**config.mk**
```make
export PLATFORM = sky130hd
export DESIGN_NAME = pe_array_controller
export DESIGN_NICKNAME = d
export VERILOG_FILES = /design/src/rtl/pe_array_controller.sv
export SDC_FILE = /design/constraint.sdc
export NUM_CORES = 1
export LEC_CHECK = 0
export ABC_CLOCK_PERIOD_IN_PS = 3200
export BUFFER_PORTS_ARGS = -buffer_cell sky130_fd_sc_hd__buf_2
export CAP_MARGIN = 20
export CORE_ASPECT_RATIO = 0.5
export CORE_MARGIN = 8
export CORE_UTILIZATION = 29
export CTS_BUF_LIST = sky130_fd_sc_hd__clkbuf_8
export CTS_CLUSTER_DIAMETER = 100
export DETAILED_ROUTE_END_ITERATION = 10
export PLACE_DENSITY = 0.49
export SETUP_SLACK_MARGIN = 0.1
export SLEW_MARGIN = 5
export SYNTH_ARGS = -nofsm -noshare
export SYNTH_HDL_FRONTEND = slang
export SYNTH_SLANG_ARGS = --single-unit
```
**constraint.sdc**
```tcl
create_clock -name clk -period 3.2 [get_ports clk]
set_input_delay 0.32 -clock clk [delete_from_list [all_inputs] [get_ports clk]]
set_output_delay 0.32 -clock clk [all_outputs]
set_load 0.005 [all_outputs]
```
**src/rtl/pe_array_controller.sv**
```systemverilog
// ============================================================================
// pe_array_controller
// ----------------------------------------------------------------------------
// Control FSM that sits directly upstream of the 3-PE convolution datapath.
// For each job it:
//   1. preloads the filters into every PE (filter address generator),
//   2. loads one ifmap row into each PE in turn (ifmap address generator),
//   3. fires start_PE and waits for the PEs to report ready again,
//   4. repeats steps 2-3 for the configured number of passes.
// Filters stay resident across passes, so LOAD_FILT runs once per job.
//
// Ports
//   clk, rst          : rising-edge clock, asynchronous active-high reset
//   start             : one-cycle job request, only honoured in IDLE
//   cfg_num_passes    : passes per job (0 is treated as 1)
//   cfg_mode/filt_len/stride_len : PE configuration, captured on start
//   co_onehot         : filter one-hot rotation complete (all filters written)
//   co_ifG            : ifmap address counter carry-out (one PE row loaded)
//   done_all          : level, all PEs ready_to_get
//   sel_addr_SRAM     : 1 = ifmap address generator, 0 = filter generator
//   filter_cnt_en     : filter address counter enable
//   ifg_cnt_en        : ifmap address counter enable
//   ifmap_wen         : one-hot ifmap write enable, bit k = PE k
//   start_PE          : one-cycle PE start pulse
//   mode/filt_len/stride_len : registered configuration for the whole job
//   pass_idx          : current pass, 0-based; holds after the job ends
//   busy              : high in every state except IDLE and FIN
//   done              : one-cycle job-complete pulse
//
// Every output is a register. The output values are decoded from the
// *next* state, so they line up cycle-for-cycle with the state they belong
// to, without any combinational path from inputs to outputs.
// ============================================================================
module pe_array_controller #(
    parameter int NUM_PE = 3,
    parameter int PASS_W = 8
) (
    input  logic              clk,
    input  logic              rst,
    input  logic              start,
    input  logic [PASS_W-1:0] cfg_num_passes,
    input  logic              cfg_mode,
    input  logic              cfg_filt_len,
    input  logic              cfg_stride_len,
    input  logic              co_onehot,
    input  logic              co_ifG,
    input  logic              done_all,
    output logic              sel_addr_SRAM,
    output logic              filter_cnt_en,
    output logic              ifg_cnt_en,
    output logic [NUM_PE-1:0] ifmap_wen,
    output logic              start_PE,
    output logic              mode,
    output logic              filt_len,
    output logic              stride_len,
    output logic [PASS_W-1:0] pass_idx,
    output logic              busy,
    output logic              done
);

    localparam int PE_SEL_W = (NUM_PE > 1) ? $clog2(NUM_PE) : 1;
    localparam logic [PE_SEL_W-1:0] LAST_PE  = PE_SEL_W'(NUM_PE - 1);
    localparam logic [PASS_W-1:0]   ONE_PASS = PASS_W'(1);

    typedef enum logic [2:0] {
        S_IDLE      = 3'd0,
        S_LOAD_FILT = 3'd1,
        S_LOAD_IF   = 3'd2,
        S_START     = 3'd3,
        S_WAIT_LOW  = 3'd4,
        S_WAIT_HIGH = 3'd5,
        S_NEXT      = 3'd6,
        S_FIN       = 3'd7
    } state_t;

    // ------------------------------------------------------------------
    // State and datapath registers
    // ------------------------------------------------------------------
    state_t              state_reg,      state_next;
    logic [PE_SEL_W-1:0] pe_sel_reg,     pe_sel_next;
    logic [PASS_W-1:0]   pass_idx_reg,   pass_idx_next;
    logic [PASS_W-1:0]   num_passes_reg, num_passes_next;
    logic                mode_reg,       mode_next;
    logic                filt_len_reg,   filt_len_next;
    logic                stride_len_reg, stride_len_next;

    // Registered outputs
    logic                sel_addr_reg,   sel_addr_next;
    logic                filt_en_reg,    filt_en_next;
    logic                ifg_en_reg,     ifg_en_next;
    logic [NUM_PE-1:0]   ifmap_wen_reg,  ifmap_wen_next;
    logic                start_pe_reg,   start_pe_next;
    logic                busy_reg,       busy_next;
    logic                done_reg,       done_next;

    // ------------------------------------------------------------------
    // Sequential process
    // ------------------------------------------------------------------
    always_ff @(posedge clk or posedge rst) begin
        if (rst) begin
            state_reg      <= S_IDLE;
            pe_sel_reg     <= '0;
            pass_idx_reg   <= '0;
            num_passes_reg <= '0;
            mode_reg       <= 1'b0;
            filt_len_reg   <= 1'b0;
            stride_len_reg <= 1'b0;
            sel_addr_reg   <= 1'b0;
            filt_en_reg    <= 1'b0;
            ifg_en_reg     <= 1'b0;
            ifmap_wen_reg  <= '0;
            start_pe_reg   <= 1'b0;
            busy_reg       <= 1'b0;
            done_reg       <= 1'b0;
        end else begin
            state_reg      <= state_next;
            pe_sel_reg     <= pe_sel_next;
            pass_idx_reg   <= pass_idx_next;
            num_passes_reg <= num_passes_next;
            mode_reg       <= mode_next;
            filt_len_reg   <= filt_len_next;
            stride_len_reg <= stride_len_next;
            sel_addr_reg   <= sel_addr_next;
            filt_en_reg    <= filt_en_next;
            ifg_en_reg     <= ifg_en_next;
            ifmap_wen_reg  <= ifmap_wen_next;
            start_pe_reg   <= start_pe_next;
            busy_reg       <= busy_next;
            done_reg       <= done_next;
        end
    end

    // ------------------------------------------------------------------
    // Next-state logic
    // ------------------------------------------------------------------
    always_comb begin
        state_next      = state_reg;
        pe_sel_next     = pe_sel_reg;
        pass_idx_next   = pass_idx_reg;
        num_passes_next = num_passes_reg;
        mode_next       = mode_reg;
        filt_len_next   = filt_len_reg;
        stride_len_next = stride_len_reg;

        case (state_reg)
            S_IDLE: begin
                if (start) begin
                    mode_next       = cfg_mode;
                    filt_len_next   = cfg_filt_len;
                    stride_len_next = cfg_stride_len;
                    // A zero pass count would otherwise wrap the
                    // last-pass compare and run 2^PASS_W passes.
                    num_passes_next = (cfg_num_passes == '0) ? ONE_PASS
                                                              : cfg_num_passes;
                    pass_idx_next   = '0;
                    pe_sel_next     = '0;
                    state_next      = S_LOAD_FILT;
                end
            end

            S_LOAD_FILT: begin
                if (co_onehot) begin
                    pe_sel_next = '0;
                    state_next  = S_LOAD_IF;
                end
            end

            S_LOAD_IF: begin
                // The carry-out cycle still writes the current PE; the
                // next PE (or START) follows with no idle cycle between.
                if (co_ifG) begin
                    if (pe_sel_reg == LAST_PE) begin
                        state_next = S_START;
                    end else begin
                        pe_sel_next = pe_sel_reg + 1'b1;
                    end
                end
            end

            S_START: begin
                state_next = S_WAIT_LOW;
            end

            // done_all may still be high from the previous pass (or from
            // power-up). Seeing it fall first guarantees the high level we
            // act on in WAIT_HIGH belongs to the pass just started.
            S_WAIT_LOW: begin
                if (!done_all) begin
                    state_next = S_WAIT_HIGH;
                end
            end

            S_WAIT_HIGH: begin
                if (done_all) begin
                    state_next = S_NEXT;
                end
            end

            S_NEXT: begin
                if (pass_idx_reg == (num_passes_reg - ONE_PASS)) begin
                    state_next = S_FIN;
                end else begin
                    // Filters are still resident in the PEs; only the
                    // ifmap rows are reloaded for the next pass.
                    pass_idx_next = pass_idx_reg + ONE_PASS;
                    pe_sel_next   = '0;
                    state_next    = S_LOAD_IF;
                end
            end

            S_FIN: begin
                state_next = S_IDLE;
            end

            default: begin
                state_next = S_IDLE;
            end
        endcase
    end

    // ------------------------------------------------------------------
    // Output decode from the next state (registered above, so outputs are
    // a pure function of the current state once they reach the ports).
    // ------------------------------------------------------------------
    always_comb begin
        sel_addr_next = 1'b0;
        filt_en_next  = 1'b0;
        ifg_en_next   = 1'b0;
        start_pe_next = 1'b0;
        done_next     = 1'b0;

        case (state_next)
            S_LOAD_FILT: begin
                filt_en_next = 1'b1;
            end
            S_LOAD_IF: begin
                sel_addr_next = 1'b1;
                ifg_en_next   = 1'b1;
            end
            S_START: begin
                start_pe_next = 1'b1;
            end
            S_FIN: begin
                done_next = 1'b1;
            end
            default: begin
            end
        endcase

        busy_next = (state_next != S_IDLE) && (state_next != S_FIN);
    end

    // One write-enable bit per PE. Only the selected PE is written, and only
    // while ifmap rows are being loaded, so the vector is one-hot or zero.
    for (genvar gi = 0; gi < NUM_PE; gi++) begin : g_wen
        assign ifmap_wen_next[gi] = (state_next == S_LOAD_IF) &&
                                    (pe_sel_next == PE_SEL_W'(gi));
    end

    // ------------------------------------------------------------------
    // Port assignments
    // ------------------------------------------------------------------
    assign sel_addr_SRAM = sel_addr_reg;
    assign filter_cnt_en = filt_en_reg;
    assign ifg_cnt_en    = ifg_en_reg;
    assign ifmap_wen     = ifmap_wen_reg;
    assign start_PE      = start_pe_reg;
    assign mode          = mode_reg;
    assign filt_len      = filt_len_reg;
    assign stride_len    = stride_len_reg;
    assign pass_idx      = pass_idx_reg;
    assign busy          = busy_reg;
    assign done          = done_reg;

endmodule

```
---- Word-level counts from Yosys, hierarchy flattened ----
Cells that the tools add are included.
word-level totals
  register bits ........................... 32
  logic and storage cells ................. 67
cells by class
  eq/ne operators ......................... 18
  add/subtract/negate cells ............... 3
  reductions and logical operators ........ 11
  muxes and demuxes ....................... 22
operators by type and width
  operator                                          number
  2-to-1 mux 8 bit                                  3
  one-hot mux 3 bit (8 select lines)                1
  2-to-1 mux 3 bit                                  7
  one-hot mux 8 bit (2 select lines)                1
  == test 3 bit, second input constant              5
  == test 3 x 2 -> 1 bit, second input constant     4
  2-to-1 mux 2 bit                                  5
  adder 8 x 1 -> 8 bit, second input constant       1
  == test 8 bit                                     1
  logical NOT 8 bit                                 1
  one-hot mux 2 bit (4 select lines)                1
  subtractor 8 x 1 -> 8 bit, second input constant  1
  == test 3 x 1 -> 1 bit, second input constant     2
  == test 2 bit, second input constant              2
  logical AND 1 bit                                 4
  2-to-1 mux 1 bit                                  4
  inequality test 2 bit, second input constant      2
  logical NOT 3 bit                                 1
  inequality test 3 bit, second input constant      1
  AND reduction 3 bit                               1
  nonzero test 3 bit                                1
  adder 2 x 1 -> 2 bit, second input constant       1
  == test 2 x 1 -> 1 bit, second input constant     1
  logical NOT 2 bit                                 1
  other kinds (2)                                   2

---- Longest topological paths before layout ----
Gate-level depths: netlist of the first run.
  depth in word-level cells ............... 6
  depth in mapped cells ................... 9
  depth with buffers taken out ............ 9

---- Worst setup path before layout of the first run ----
No wires, ideal clock.
  path type ............................... flip-flop to flip-flop
  start ................................... reg num_passes_reg[0]
  end ..................................... reg ifmap_wen_reg[1] (netlist: ifmap_wen[1])
  cell stages (with the launch flop) ...... 9
  path buffers ............................ 0
  data arrival time ....................... 2,039 ps
  path slack .............................. 1,081 ps
  cell sequence ........................... dfrtp_1 -> inv_1 -> ha_1 -> or3b_1 -> a211oi_1 -> nand4_2 -> a211o_1 -> a21oi_2 -> nor3b_2
between the ends
  cells in the longest elaborated chain, start to end .. 6
ends and longest elaborated chain
  element                             line  source
  start: declaration                  82    logic [PASS_W-1:0] num_passes_reg, num_passes_next;
  start signal: assignment            119   num_passes_reg <= num_passes_next;
  subtractor 8 x 1 -> 8 bit           200   if (pass_idx_reg == (num_passes_reg - ONE_PASS)) begin
  == test 8 bit                       200
  2-to-1 mux 2 bit                    200
  one-hot mux 2 bit (4 select lines)  145   case (state_reg)
  named net pe_sel_next[0]            80    logic [PE_SEL_W-1:0] pe_sel_reg, pe_sel_next;
  == test 2 x 1 -> 1 bit              257   (pe_sel_next == PE_SEL_W'(gi));
  logical AND 1 bit                   256   assign ifmap_wen_next[gi] = (state_next == S_LOAD_IF) &&
  named net ifmap_wen_next[1]         91    logic [NUM_PE-1:0] ifmap_wen_reg, ifmap_wen_next;
  end signal: assignment              126   ifmap_wen_reg <= ifmap_wen_next;
  end: declaration                    91
The timed path passes the listed nets, and every way through them passes these cells.
A chain may end at the register's enable or synchronous reset.

---- Worst setup path after layout of the first run ----
  start ................................... reg num_passes_reg[0]
  end ..................................... reg ifmap_wen_reg[0] (netlist: ifmap_wen[0])
between the ends
  cells in the longest elaborated chain, start to end .. 6
ends and longest elaborated chain
  element                                                                                   line
  subtractor 8 x 1 -> 8 bit *                                                               200
  == test 8 bit *                                                                           200
  2-to-1 mux 3 bit or 2-to-1 mux 2 bit (tied branches)                                      200
  one-hot mux 3 bit (8 select lines) or one-hot mux 2 bit (4 select lines) (tied branches)  145
  == test 3 x 2 -> 1 bit or logical NOT 2 bit (tied branches)                               256, 257
  logical AND 1 bit *                                                                       256
  named net ifmap_wen_next[0]                                                               91
The timed path passes the listed nets; every way through them passes the cells marked *.

==> results.md, run 1 <==
* Syn Inst Count at 198
* PortBufs at 36
* R2R Path End: ifmap_wen[0]
* Fmax at between 400 and 500 MHz
* DR top layer: met4
* Setup Skew at 0.00774 ns
* Wire per inst at 13.2 µm
* Peak VDD IR at roughly 0.22 mV
* Largest net degree at the start of global routing at 33
* Inserted Clock Buffers at 5
* Min-delay worst type: input port to asynchronous set/reset pin
* CP max FO at 5
* Antenna Nets Post-Route at 0
* PwrDens at 810 nW/µm²
* Crit path depth at 8
* Die span in y at 71.7 µm
* Leak pwr at about 1.0 nW
* Ports at 37
* Setup_tns at 0 ns
* Gpl congestion at roughly 0.78
* Cell area after synthesis at between 1500 and 2000 µm²
* Vias in the first global route at between 1,500 and 2,000
* Critical path required time at 3.37 ns
* Area Growth Syn to Fin at 20.7%
* Fin. Hold Viols at 0
* N_diodes at 0
* Register bit count reported by yosys at 32
* Fill cells at 632
* Via Count at 1,479
* RSZ-0062 raised after global routing: no
* Slowest stage delay, CP at 0.43 ns
* Clk buf depth at 2
* Unique masters post-synth at 48
* Area of the multi-input gates at 913 µm²
* FP Rows at 20
* H-tree lvl count at 2
* Starting Density at 0.298
* Core area at between 6000 and 7000 µm²
* Period Utilization, post-route at 0.770
* Max-cap violations at 0
* R2R cell count at 8
* Clk_lat worst skew at 0.29 ns
* 1st-iter DRT viols at between 60 and 70
* Crit path max-delay family: simple AND/OR/NAND/NOR gates
* Reg2reg start: num_passes_reg[0]
* Grt ovf at 0
* Worst rel slew slack at 0.639
* Clock transition at path regs at 0.07 ns
* Post-synth ARST share at 1.00
* Global-route wire length before repair at 7340 µm
* Hpwl dp at 3210 µm
* CTS tree: yes
* Leading cell type in the layout, fill and taps excluded: nand2_1
* Via density at 4.58
* GRT Total Usage at 0.101
* Register area at 801 µm²
* Syn Area/Cell at 9.07 µm²
* Post-synth top flop: dfrtp_1
* DRC at 0
* Synth warn at 0
* Clk root buf: clkbuf_8
* Final Max Tran Viols at 0
* Setup Crit Path Kind: flip-flop to flip-flop
* Wire length on met2 at 1880 µm
* # setup viols final at 0
* WL met1 at 2170 µm
* WL final at 4270 µm
* Die area at 9120 µm²
* R2r setup slk at about 0.73 ns
* Tmin final at 2.47 ns
* Hold Buf Count CTS at 0
* Number of flops mapped to enable cells by yosys at 0
* Worst-path cell chain: inv_1 -> ha_1 -> or3b_1 -> a211oi_1 -> nand4_2 -> a211oi_2 -> nor3b_2 -> nor3_1
* Post-cts sizing count at 0
* Worst Tran Pin Value at 0.541 ns
* Total power at 1.76 mW
* Met3 WL at 153 µm
* Outcome: finished, final reports clean
* Initial antenna violation count at 0
* CP bufs+invs at 1
* WP data arrival at 2.63 ns
* Sequential area share after synthesis at 0.446
* CP endpoint kind: flip-flop
* Post-CTS Setup Bufs at 0
* Nets at 255
* Syn Nets at 219
* Most frequent cells in the layout: nand2_1, buf_2, dfrtp_1, nor2_1, mux2i_1
* Critical path's slowest cell: dfrtp_1
* First-pass DRT Iterations at 4
* Share of cells above drive strength 1 at 0.247
* Clk sinks at 32
* Kind of start point of the critical path: flip-flop
* Die width at 127 µm
## metrics by stage
stage | cell area [µm²] | setup WS [ns] | std cells | hold slack (ns) | utilization
floorplan | 1800 | 1.08 | 198 | 0.425 | -
global placement | 2060 | 0.800 | 315 | 0.433 | 0.341
detailed placement | 2060 | 0.764 | 315 | 0.441 | 0.341
CTS | 2170 | 0.724 | 323 | 0.121 | 0.360
global route | 2170 | 0.577 | 323 | 0.149 | 0.360
finish | 2170 | 0.735 | 323 | 0.101 | 0.360
## routing by layer
metal  track usage  vias up
li1              -      751
met1         0.132      700
met2         0.151       22
met3        0.0281        6
met4        0.0471        0
met5             0        -
## cell type report
type / instances / area share
repair buffers: 38 / 0.0900
inverters: 10 / 0.0173
flip-flops and latches: 32 / 0.369
well taps: 88 / 0.0508
multi-input cells: 147 / 0.421
clock buffers: 5 / 0.0317
clock inverters: 3 / 0.0196
## cells in the mapped netlist (all sizes together), types with 2 or more instances
cell type | count | area share
nor3 | 6 | 0.023
ha | 4 | 0.028
xnor2 | 3 | 0.015
or2 | 3 | 0.010
a211o | 2 | 0.0098
or4 | 3 | 0.015
inv | 9 | 0.019
buf | 6 | 0.019
dfrtp | 32 | 0.45
clkbuf | 3 | 0.0063
nor3b | 4 | 0.022
nor2b | 3 | 0.010
a21oi | 8 | 0.026
nand4 | 4 | 0.017
or3 | 4 | 0.014
nand3 | 5 | 0.014
o31ai | 2 | 0.0084
o211ai | 2 | 0.0084
mux2i | 9 | 0.050
and3 | 2 | 0.0070
xor2 | 4 | 0.019
and2 | 3 | 0.010
o21ai | 8 | 0.022
nor4 | 2 | 0.0070
a211oi | 2 | 0.011
nor2 | 12 | 0.025
nand2b | 3 | 0.015
nand2 | 43 | 0.090
## cells by family after synthesis
kind of cell / Yosys count / synth area share
buffers and inverters: 19 / 0.0460
XOR/XNOR: 7 / 0.0341
multiplexers: 9 / 0.0501
AND/OR/NAND/NOR: 98 / 0.285
AO/OA/AOI/OAI: 29 / 0.111
adder cells (fa/ha/maj): 4 / 0.0279
flip-flops: 32 / 0.446
## worst register-to-register path, cell delays in order (launching register included)
cell and delay (ns):
dfrtp_1 0.43, inv_1 0.10, ha_1 0.20, or3b_1 0.35, a211oi_1 0.31, nand4_2 0.15
a211oi_2 0.35, nor3b_2 0.35, nor3_1 0.10
## worst max path at each step
stage / to / from / slack [ns]
after detailed placement: ifmap_wen[0] / num_passes_reg[0] / 0.76
after global placement: ifmap_wen[0] / num_passes_reg[0] / 0.80
after CTS: ifmap_wen[0] / num_passes_reg[0] / 0.72
final: ifmap_wen[0] / num_passes_reg[0] / 0.73
after floorplan: ifmap_wen[1] / num_passes_reg[0] / 1.08
after global routing: ifmap_wen[0] / num_passes_reg[0] / 0.58
## report_power, final
part / internal (mW) / switching (mW) / total [mW]
Sequential: 0.528 / 0.150 / 0.678
Clock: 0.230 / 0.160 / 0.390
Combinational: 0.310 / 0.378 / 0.688
Note: power is estimated with default switching activity, not from simulation.
==> run 2, diff against run 1 <==
- ABC_CLOCK_PERIOD_IN_PS: 3200 -> 2500
- clock period: 3.2 -> 2.5 ns (I/O delays scaled with it)
==> results.md, run 2 (synthesis results as in run 1) <==
* Clk_lat worst skew at 0.29 ns
* Outcome: finished, final reports clean
* 1st-iter DRT viols at 53
* R2R Path End: ifmap_wen[0]
* Clk root buf: clkbuf_8
* Final hold slack at 0.0376 ns
* H-tree lvl count at 2
* GRT Total Usage at 0.102
* Placed instance count at 315
* Peak VDD IR at 0.307 mV
* Max-cap violations at 0
* Post-Layout Cell Count at 327
* Die span in y at ~70 µm
* Critical path required time at 2.66 ns
* Nets at 259
* Period Utilization, post-route at 0.914
* RSZ-0062 raised after global routing: no
* Fill cells at 646
* Gpl congestion at 0.810
* Die width at about 130 µm
* Via Count at 1,514
* Setup ws final at 0.215 ns
* Largest net degree at the start of global routing at 33
* Vias in the first global route at 1,538
* DRC at 0
* Grt ovf at 0
* Area of the multi-input gates at 945 µm²
* Most frequent cells in the layout: nand2_1, buf_2, dfrtp_1, nor2_1, mux2i_1
* Inserted Clock Buffers at 5
* Area Growth Syn to Fin at 23.0%
* CTS tree: yes
* Layout Cell Area excl Fill at 2210 µm²
* Critical path's slowest cell: or4_4
* CP max FO at 4
* Worst-path cell chain: buf_4 -> nor3_4 -> nand2_1 -> or4_4 -> a211oi_4 -> nor3b_4 -> nor3_1
* Die area at 9120 µm²
* WP data arrival at around 2.5 ns
* PortBufs at 36
* Crit path max-delay family: simple AND/OR/NAND/NOR gates
* CP bufs+invs at 1
* Crit path capture: ifmap_wen[0]
* Clk buf depth at 2
* Leak pwr at 1.05 nW
* Fin. Hold Viols at 0
* Fmax at 438 MHz
* Global-route wire length before repair at between 7000 and 8000 µm
* Post-place setup slack at 0.117 ns
* R2r setup slk at roughly 0.21 ns
* Slowest stage delay, CP at 0.51 ns
* Hpwl dp at between 3000 and 4000 µm
* Worst Tran Pin Value at 0.535 ns
* CP endpoint kind: flip-flop
* Setup Crit Path Kind: flip-flop to flip-flop
* Kind of start point of the critical path: flip-flop
* N_diodes at 0
* R2R cell count at 7
* Post-DP Area at 2060 µm²
* Starting Density at 0.298
* Register area at 802 µm²
* # setup viols final at 0
* Worst rel slew slack at 0.643
* Setup_tns at 0 ns
* Antenna Nets Post-Route at 0
* Tmin final at 2.29 ns
* Clk sinks at 32
* Share of cells above drive strength 1 at 0.276
* Reg2reg start: num_passes_reg[0]
* Via density at 4.63
* Min-delay worst type: input port to asynchronous set/reset pin
* Wire per inst at around 13 µm
* Setup Skew at 0.00632 ns
* Leading cell type in the layout, fill and taps excluded: nand2_1
* CP startpoint: num_passes_reg[0]
* Final Max Tran Viols at 0
* Ports at 37
* Crit path depth at 7
* FP Rows at 20
* PwrDens at 1030 nW/µm²
* Initial antenna violation count at 0
* Core area at about 6000 µm²
* WL final at 4380 µm
* Hold Buf Count CTS at 0
* First-pass DRT Iterations at 4
* Clock transition at path regs at 0.07 ns
## run 2: cell types whose count changed in the layout (fill, tap and decap cells not counted), sizes merged
cell | before | now
clkinvlp | 1 | 0
clkbuf | 5 | 6
bufinv | 1 | 0
buf | 38 | 42
clkinv | 2 | 3
## run 2: worst min-delay path by stage
stage,start,endpoint,slack (ns)
6_report,rst,stride_len,0.04
5_1_grt,rst,stride_len,0.08
4_1_cts,rst,stride_len,0.05
3_5_place_dp,rst,stride_len,0.36
3_3_place_gp,rst,busy,0.36
2_1_floorplan,cfg_filt_len,filt_len,0.36
## run 2: worst reg2reg max path, cell delays in order, from the launching register on
cell	delay (ns)
dfrtp_1	0.42
buf_4	0.16
nor3_4	0.25
nand2_1	0.12
or4_4	0.51
a211oi_4	0.27
nor3b_4	0.33
nor3_1	0.10
## run 2: routing by layer
metal / up-vias / track usage / part of all wire
met3: 8 / 0.0303 / 0.050
li1: 757 / - / -
met2: 30 / 0.154 / 0.44
met5: - / 0 / 0
met4: 0 / 0.0444 / 0.016
met1: 719 / 0.133 / 0.50
## run 2: final cells by class
cell class                      count  area share
Multi-Input combinational cell    147       0.428
Sequential cell                    32       0.363
Timing Repair Buffer               42       0.101
Tap cell                           88      0.0498
Clock buffer                        6      0.0374
Inverter                           10      0.0170
Clock inverter                      2     0.00453
## run 2: power breakdown
part	total (mW)	leakage [nW]	switching (mW)	internal (mW)
registers	0.870	0.417	0.193	0.677
logic	0.998	0.582	0.545	0.453
clock network	0.416	0.0510	0.197	0.219
total	2.28	1.05	0.935	1.35
## run 2: metrics by stage
step | power, mW | util
2_1_floorplan | 1.54 | -
3_3_place_gp | 1.76 | 0.341
3_5_place_dp | 1.78 | 0.341
4_1_cts | 2.20 | 0.356
5_1_grt | 2.48 | 0.366
6_report | 2.28 | 0.366
## run 2: timing repair
item | CTS | global route
resized for setup | 0 | 8
setup endpoints to repair | 0 | 15
setup buffers | 0 | 3
